### config.mk
export PLATFORM = sky130hd
export DESIGN_NAME = ex_muldiv_unit
export DESIGN_NICKNAME = d
export VERILOG_FILES = /design/src/rtl/ex_muldiv_unit.sv
export SDC_FILE = /design/constraint.sdc
export NUM_CORES = 1
export LEC_CHECK = 0
export CAP_MARGIN = 20
export CORE_MARGIN = 10
export CORE_UTILIZATION = 50
export DETAILED_ROUTE_END_ITERATION = 8
export GPL_TIMING_DRIVEN = 0
export HOLD_SLACK_MARGIN = 0.1
export PLACE_DENSITY_LB_ADDON = 0.25
export SYNTH_ARGS = -nofsm -noshare
export SYNTH_HDL_FRONTEND = slang
export SYNTH_SLANG_ARGS = --single-unit
### constraint.sdc
create_clock -name clk -period 8.12 [get_ports clk]
set_clock_uncertainty 0.15 [all_clocks]
set_input_delay 2.436 -clock clk [delete_from_list [all_inputs] [get_ports clk]]
set_output_delay 2.436 -clock clk [all_outputs]
set_load 0.03 [all_outputs]
### src/rtl/ex_muldiv_unit.sv
// Multi-cycle multiply/divide engine beside the EX stage, writing HI/LO on completion.
// Radix-2 shift-add multiply and restoring shift-subtract divide over WIDTH iterations.
// Optional feature macro: MULDIV_FAST_MUL_EN selects a single-cycle multiplier for
// MULT/MULTU; divide stays iterative either way.
module ex_muldiv_unit #(
  parameter int unsigned WIDTH = 32,
  parameter int unsigned CNT_W = 6
) (
  input  logic             clk,
  input  logic             rst,
  input  logic             start,
  input  logic             cancel,
  input  logic [1:0]       op,
  input  logic [WIDTH-1:0] operand_1,
  input  logic [WIDTH-1:0] operand_2,
  output logic             stall_req,
  output logic             busy,
  output logic             hilo_write_en,
  output logic [WIDTH-1:0] hi_write_data,
  output logic [WIDTH-1:0] lo_write_data
);

  typedef enum logic [1:0] {StIdle, StCalc, StDone} state_e;

  state_e             state_q, state_d;
  logic [CNT_W-1:0]   cnt_q;
  logic [2*WIDTH-1:0] acc_q;      // MUL: {partial hi, multiplier}; DIV: {remainder, quotient}
  logic [WIDTH-1:0]   opb_q;      // multiplicand or divisor magnitude
  logic               is_div_q, neg_res_q, neg_rem_q;
  logic [WIDTH-1:0]   hi_q, lo_q;

  // Operand decode at start: op[0] set means unsigned.
  logic             is_signed, sign_1, sign_2, div_zero, fast_mul, accept, last_iter;
  logic [WIDTH-1:0] mag_1, mag_2;

  assign is_signed = ~op[0];
  assign sign_1    = is_signed & operand_1[WIDTH-1];
  assign sign_2    = is_signed & operand_2[WIDTH-1];
  assign mag_1     = sign_1 ? -operand_1 : operand_1;
  assign mag_2     = sign_2 ? -operand_2 : operand_2;
  assign div_zero  = op[1] && (operand_2 == '0);
  assign accept    = start && !cancel;
  assign last_iter = (cnt_q == CNT_W'(WIDTH - 1));

`ifdef MULDIV_FAST_MUL_EN
  logic [2*WIDTH-1:0] fast_prod;
  // Sign-extend to 2*WIDTH; the low 2*WIDTH bits of the product are then exact.
  assign fast_prod = {{WIDTH{sign_1}}, operand_1} * {{WIDTH{sign_2}}, operand_2};
  assign fast_mul  = !op[1];
`else
  assign fast_mul  = 1'b0;
`endif

  // One radix-2 iteration of either algorithm.
  logic [WIDTH:0]     mul_sum, div_shift, div_diff;
  logic               no_borrow;
  logic [2*WIDTH-1:0] mul_next, div_next, step_next, prod_fix;
  logic [WIDTH-1:0]   quo_fix, rem_fix;

  always_comb begin
    mul_sum   = {1'b0, acc_q[2*WIDTH-1:WIDTH]} + (acc_q[0] ? {1'b0, opb_q} : '0);
    mul_next  = {mul_sum, acc_q[WIDTH-1:1]};
    div_shift = acc_q[2*WIDTH-1:WIDTH-1];
    div_diff  = div_shift - {1'b0, opb_q};
    no_borrow = ~div_diff[WIDTH];
    div_next  = {(no_borrow ? div_diff[WIDTH-1:0] : div_shift[WIDTH-1:0]),
                 acc_q[WIDTH-2:0], no_borrow};
    step_next = is_div_q ? div_next : mul_next;
    prod_fix  = neg_res_q ? -step_next : step_next;
    quo_fix   = neg_res_q ? -step_next[WIDTH-1:0] : step_next[WIDTH-1:0];
    rem_fix   = neg_rem_q ? -step_next[2*WIDTH-1:WIDTH] : step_next[2*WIDTH-1:WIDTH];
  end

  // Next-state logic; cancel outranks both start and completion.
  always_comb begin
    state_d = state_q;
    case (state_q)
      StIdle: if (accept) state_d = (div_zero || fast_mul) ? StDone : StCalc;
      StCalc: begin
        if (cancel)         state_d = StIdle;
        else if (last_iter) state_d = StDone;
      end
      StDone:  state_d = StIdle;
      default: state_d = StIdle;
    endcase
  end

  // State register.
  always_ff @(posedge clk) begin
    if (rst) state_q <= StIdle;
    else     state_q <= state_d;
  end

  // Datapath: latch operands at start, iterate in CALC, register results on completion.
  always_ff @(posedge clk) begin
    if (rst) begin
      cnt_q     <= '0;
      acc_q     <= '0;
      opb_q     <= '0;
      is_div_q  <= 1'b0;
      neg_res_q <= 1'b0;
      neg_rem_q <= 1'b0;
      hi_q      <= '0;
      lo_q      <= '0;
    end else begin
      case (state_q)
        StIdle: begin
          if (accept) begin
            cnt_q     <= '0;
            acc_q     <= {{WIDTH{1'b0}}, mag_1};
            opb_q     <= mag_2;
            is_div_q  <= op[1];
            neg_res_q <= sign_1 ^ sign_2;
            neg_rem_q <= op[1] & sign_1;
            if (div_zero) begin
              hi_q <= operand_1;
              lo_q <= '1;
            end
`ifdef MULDIV_FAST_MUL_EN
            else if (fast_mul) begin
              hi_q <= fast_prod[2*WIDTH-1:WIDTH];
              lo_q <= fast_prod[WIDTH-1:0];
            end
`endif
          end
        end
        StCalc: begin
          if (!cancel) begin
            acc_q <= step_next;
            cnt_q <= cnt_q + 1'b1;
            if (last_iter) begin
              hi_q <= is_div_q ? rem_fix : prod_fix[2*WIDTH-1:WIDTH];
              lo_q <= is_div_q ? quo_fix : prod_fix[WIDTH-1:0];
            end
          end
        end
        default: ;
      endcase
    end
  end

  assign stall_req     = ((state_q == StIdle) && start) || (state_q == StCalc);
  assign busy          = (state_q == StCalc) || (state_q == StDone);
  assign hilo_write_en = (state_q == StDone);
  assign hi_write_data = hi_q;
  assign lo_write_data = lo_q;

endmodule

# --- Word level (Yosys, flattened, before mapping) ---
# Index checks and enable logic that the tools add are counted.
# W data, S select, Z words.
op_classes:
  add_sub_neg: 8
  eq_ne: 8
  mux: 31
  bitwise_logic: 6
  n_reduce_logical: 13
ops:
  columns: ["op", "n"]
  rows:
  - ["$mux W32", 16]
  - ["$mux W64", 4]
  - ["$neg A32 Y32", 4]
  - ["$pmux W32 S2", 2]
  - ["$pmux W64 S2", 1]
  - ["$neg A64 Y64", 1]
  - ["$add A32 B32 Y33", 1]
  - ["$sub A33 B32 Y33", 1]
  - ["$logic_not A32 Y1", 1]
  - ["$mux W6", 2]
  - ["$pmux W6 S2", 1]
  - ["$mux W2", 4]
  - ["$ne A2 B2 Y1 const B", 4]
  - ["$add A6 B1 Y6 const B", 1]
  - ["$eq A6 B5 Y1 const B", 1]
  - ["$reduce_and A5 Y1", 1]
  - ["$pmux W2 S2", 1]
  - ["$reduce_and A2 Y1", 2]
  - ["$and A1 B1 Y1", 3]
  - ["$logic_and A1 B1 Y1", 3]
  - ["$ne A3 B3 Y1 const B", 1]
  - ["$reduce_and A3 Y1", 1]
  - ["$eq A2 B1 Y1 const B", 1]
  - ["$eq A2 B2 Y1 const B", 1]
  - ["6 further kinds", 8]
totals:
  regBits: 171
  in_bits: 70
  output_inout_bits: 67
  wordCells: 75

# --- Depth between registers and ports, before layout ---
logic_depth:
  depth_word: 9
  mapped_depth: 25
  mapped_depth_nobuf: 24

# --- Worst setup path before layout ---
# No wires, ideal clock.
synth_path:
  path_type: "reg2reg"
  startpoint: "reg acc_q[31]"
  endpoint: "reg hi_q[26], in the netlist hi_write_data[26]"
  arrival_time_ns: 5.505
  path_slack_ns: 2.353
  stages_incl_launch_ff: 26
  path_buffers: 1
  synth_period_minus_slack_ns: 5.767
  cell_sequence: "dfxtp_1 > inv_1 > ha_1 > inv_1 > fa_1 > a211oi_1 > o211ai_1 > a221o_1 > and3_1 > buf_6 > nor2_8 > nor3_2 > a21oi_1 > ha_1 > o211ai_1 > or4_1 > or4_1 > or3_1 > nor2_1 > and4b_1 > nand3_1 > o21ai_2 > o21ai_1 > o22a_1 > xnor2_1 > a2111oi_1"
synth_between:
  elab_chain_cells: 9
synth_rtl:
  columns: ["item", "line_no", "text"]
  rows:
  - ["start: declaration", "27", "logic [2*WIDTH-1:0] acc_q;"]
  - ["start signal: assignment", "110", "acc_q <= {{WIDTH{1'b0}}, mag_1};"]
  - ["start signal: assignment", "129", "acc_q <= step_next;"]
  - ["$sub A33 B32 Y33", "64", "div_diff = div_shift - {1'b0, opb_q};"]
  - ["$mux W32 or $not A1 Y1 (tied branches)", "66, 65", null]
  - ["$mux W64 (*)", "68", "step_next = is_div_q ? div_next : mul_next;"]
  - ["$neg A64 Y64 or $neg A32 Y32 (tied branches)", "69, 71", null]
  - ["$mux W64 or $mux W32 (tied branches)", "69, 71", null]
  - ["$mux W32 (*)", "132", "hi_q <= is_div_q ? rem_fix : prod_fix[2*WIDTH-1:WIDTH];"]
  - ["$mux W32 (*)", "131", "if (last_iter) begin"]
  - ["$mux W32 (*)", "128", "if (!cancel) begin"]
  - ["$pmux W32 S2 (*)", "106", "case (state_q)"]
  - ["end signal: assignment", "116", "hi_q <= operand_1;"]
  - ["end signal: assignment", "132", null]
  - ["end: declaration", "30", "logic [WIDTH-1:0] hi_q, lo_q;"]
# Mark *: on every way between the ends. The rest lies on a longest branch, timed or not. The select of a mux whose other input is x is not followed.
# A chain may end at the register's enable or synchronous reset.

# --- Final worst setup path ---
layout_path:
  startpoint: "reg opb_q[0]"
  endpoint: "reg hi_q[6], in the netlist hi_write_data[6]"
layout_between:
  elab_chain_cells: 9
layout_rtl:
  columns: ["item", "line_no", "text"]
  rows:
  - ["start: declaration", "28", "logic [WIDTH-1:0] opb_q;"]
  - ["start signal: assignment", "111", "opb_q <= mag_2;"]
  - ["$sub A33 B32 Y33 or $mux W32 (tied branches)", "64, 61", null]
  - ["$mux W32, or another cell as far along", "66", "div_next = {(no_borrow ? div_diff[WIDTH-1:0] : div_shift[WIDTH-1:0]),"]
  - ["$mux W64 (*)", "68", null]
  - ["$neg A64 Y64 or $neg A32 Y32 (tied branches)", "69, 71", null]
  - ["$mux W64 or $mux W32 (tied branches)", "69, 71", null]
  - ["$mux W32 (*)", "132", null]
  - ["$mux W32 (*)", "131", null]
  - ["$mux W32 (*)", "128", null]
  - ["$pmux W32 S2 (*)", "106", null]
# Marked as above.

==> reports/summary.txt <==
Clk buf depth: 2
DP Cell Count: 2591
FF+latch count, synth: 171
Layout net count: 2359
Post-Syn Area: 15400 µm²
Max Slew Vio Count: 0
Max frequency: 130 MHz
DP Area: 17200 µm²
Largest stage delay, worst path: 0.68 ns
Area Overhead vs Synth: 15.8%
Post-layout min period: 7.67 ns
Number of port buffers: 135
Mapped Cells: 2060
Die W: 195 µm
CP startpoint kind: register
# hold bufs at CTS: 0
CP delay by family, top: simple AND/OR/NAND/NOR gates
Peak supply drop: 0.000168 V
# setup viols final: 0
Worst-path clk slew: 0.07 ns
Antenna violations before repair: 1
Fin Setup TNS: 0 ns
Worst slew pin tran: 1.27 ns
Setup bufs post-CTS: 0
Vias in the first global route: 16100
First-pass GRT wire length: 98800 µm
Pwr Density: 156 nW/µm²
Top cell type by total area after synthesis: dfxtp_1
Largest net degree at the start of global routing: 17
CTS tree: yes
Wire length per cell: 25.3 µm
Netlist cell types: 106
Slew margin rel.: 0.148
Final wirelength: 66500 µm
Post-route cell area: 17800 µm²
GPL Wtd Cong: 1.07
GR Overflow Total: 0
CP max-delay cell: or4_1
Hold Fails Final Rpt: 0
Std cell rows: 64
Drt via density: 6.66
Seq/Total Area, Yosys: 0.222
Post-route antenna net violation count: 0
Post-synth EDFFs: 0
Die ar.: 38200 µm²
Root buffer cell: clkbuf_16
Post-DP HPWL: 53000 µm
Mean post-synth cell area: 7.47 µm²
Cells along the critical path: ha_1 > inv_1 > fa_1 > a211oi_1 > o211ai_1 > a221o_1 > and3_1 > buf_6 > nor2_8 > nor3_2 > a21oi_1 > ha_1 > o211ai_1 > or4_1 > or4_1 > or3_1 > nor2_1 > or2_2 > nand2_1 > o31ai_1 > xor2_1 > a211oi_1 > a21oi_1 > nor2_1
Initial Util: 0.505
Hold Path Class: reg2reg
DRT Pass-1 Iters: 8
CTS resizes: 0
Run status: finished clean
TritonCTS Buffers: 17
Top-count cell post-synth: nor2_1
First DRT Iteration DRCs: 2202
Crit path kind: reg2reg
YS warnings: 0
RSZ-0062 raised after global routing: no
Synth area leaders: dfxtp_1, nor2_1, ha_1
Ys flop type: dfxtp_1
Die height: 195 µm
Async set-or-reset flop fraction in the synthesized netlist: 0
DRC errors left: 0
Clk sinks: 171
Yosys top cell area share: 0.222
CP bufs+invs: 2
Core Area: 30500 µm²
Skew-Pair Late Insertion Delay: 0.47 ns
Layout cell share with drive strength beyond 1: 0.0633
Max H-tree Level: 4
Crit end category: register
IO Pins: 137
GRT Util Overall: 0.331
Worst endpoint data arrival time: 7.84 ns
Max_cap viols: 0
Via count: 17500
Post-synth top cells: nor2_1, nand2_1, a21oi_1
Final cycle utilization of the critical path: 0.945
Syn_nets: 2204
Fin cells: 2625
Critical Path RT: 8.30 ns
CP max FO: 10
Pleak: 6.65 nW
registers in the layout (all words and copies together) (netlist names):
register       flops
hi_write_data     32
state_q            2
opb_q             32
neg_rem_q          1
is_div_q           1
lo_write_data     32
neg_res_q          1
cnt_q              6
acc_q             64
kinds of logic after synthesis:
| kind of cell | synth area share |
|---|---|
| muxes | 0.0280 |
| xor gates and xnor gates | 0.0870 |
| adders and majority gates | 0.0611 |
| AOI/OAI and AO/OA | 0.308 |
| and+or+nand+nor | 0.240 |
| DFF | 0.222 |
| buffers and inverters | 0.0532 |
layer usage:
layer / vias to the layer above / global-route usage / share of wire
met5: - / 0 / 0.00020
met4: 2 / 0.137 / 0.040
met3: 177 / 0.0944 / 0.13
met2: 1112 / 0.481 / 0.42
met1: 8288 / 0.447 / 0.41
li1: 7905 / - / -
tightest hold or removal path, delay by kind of cell, from the launching register on:
kind            cells  cell delay (ns)
flops               1             0.31
simple gates        1             0.05
compound gates      1             0.05
through the flow:
stage / utilization / hold slack (ns) / setup slack (ns) / total power (W)
after floorplan: - / 0.290 / 2.35 / 0.00157
after global placement: 0.565 / 0.297 / 0.723 / 0.00192
after detailed placement: 0.565 / 0.297 / 0.769 / 0.00192
after CTS: 0.584 / 0.306 / 0.714 / 0.00275
after global routing: 0.584 / 0.331 / 0.328 / 0.00288
final: 0.584 / 0.307 / 0.451 / 0.00279
report_power, final:
group | internal [W] | leakage (nW) | total, W | switching (W)
logic | 0.000346 | 4.97 | 0.000999 | 0.000653
clock network | 0.000450 | 0.290 | 0.000843 | 0.000393
registers | 0.000888 | 1.39 | 0.000945 | 0.0000574
path summary, 6_finish.rpt:
kind	slack [ns]	cells after the start	start	endpoint
worst max-delay path	0.45	24	opb_q[0]	hi_write_data[6]
worst min-delay path	0.31	2	hi_write_data[10]	hi_write_data[10]
worst max register to register	0.45	24	opb_q[0]	hi_write_data[6]
worst min register to register	0.31	2	hi_write_data[10]	hi_write_data[10]
cell usage in the layout (no fill, tap or decap), types with 32 or more instances in the layout:
master / instances
xor2_1: 59
o211ai_1: 47
o21ai_0: 86
clkdlybuf4s50_1: 135
mux2i_1: 34
clkbuf_1: 82
or3_1: 32
ha_1: 72
nor3_1: 51
dfxtp_1: 171
a211oi_1: 82
inv_1: 65
a21oi_1: 173
xnor2_1: 94
nand3_1: 33
a21o_1: 33
nand2_1: 185
nor2_1: 256
and2_1: 45
a311oi_1: 33
area by class of cell:
cell class / instances / area (µm²)
Timing Repair Buffer: 136 / 1360
Buffer: 127 / 572
Multi-Input combinational cell: 1696 / 11200
Antenna cell: 1 / 2.50
Fill cell: 2911 / 12700
Clock inverter: 12 / 111
Clock buffer: 20 / 467
Tap cell: 396 / 495
Sequential cell: 171 / 3420
Inverter: 66 / 248
No activity file was read; power rests on OpenSTA's default activity.
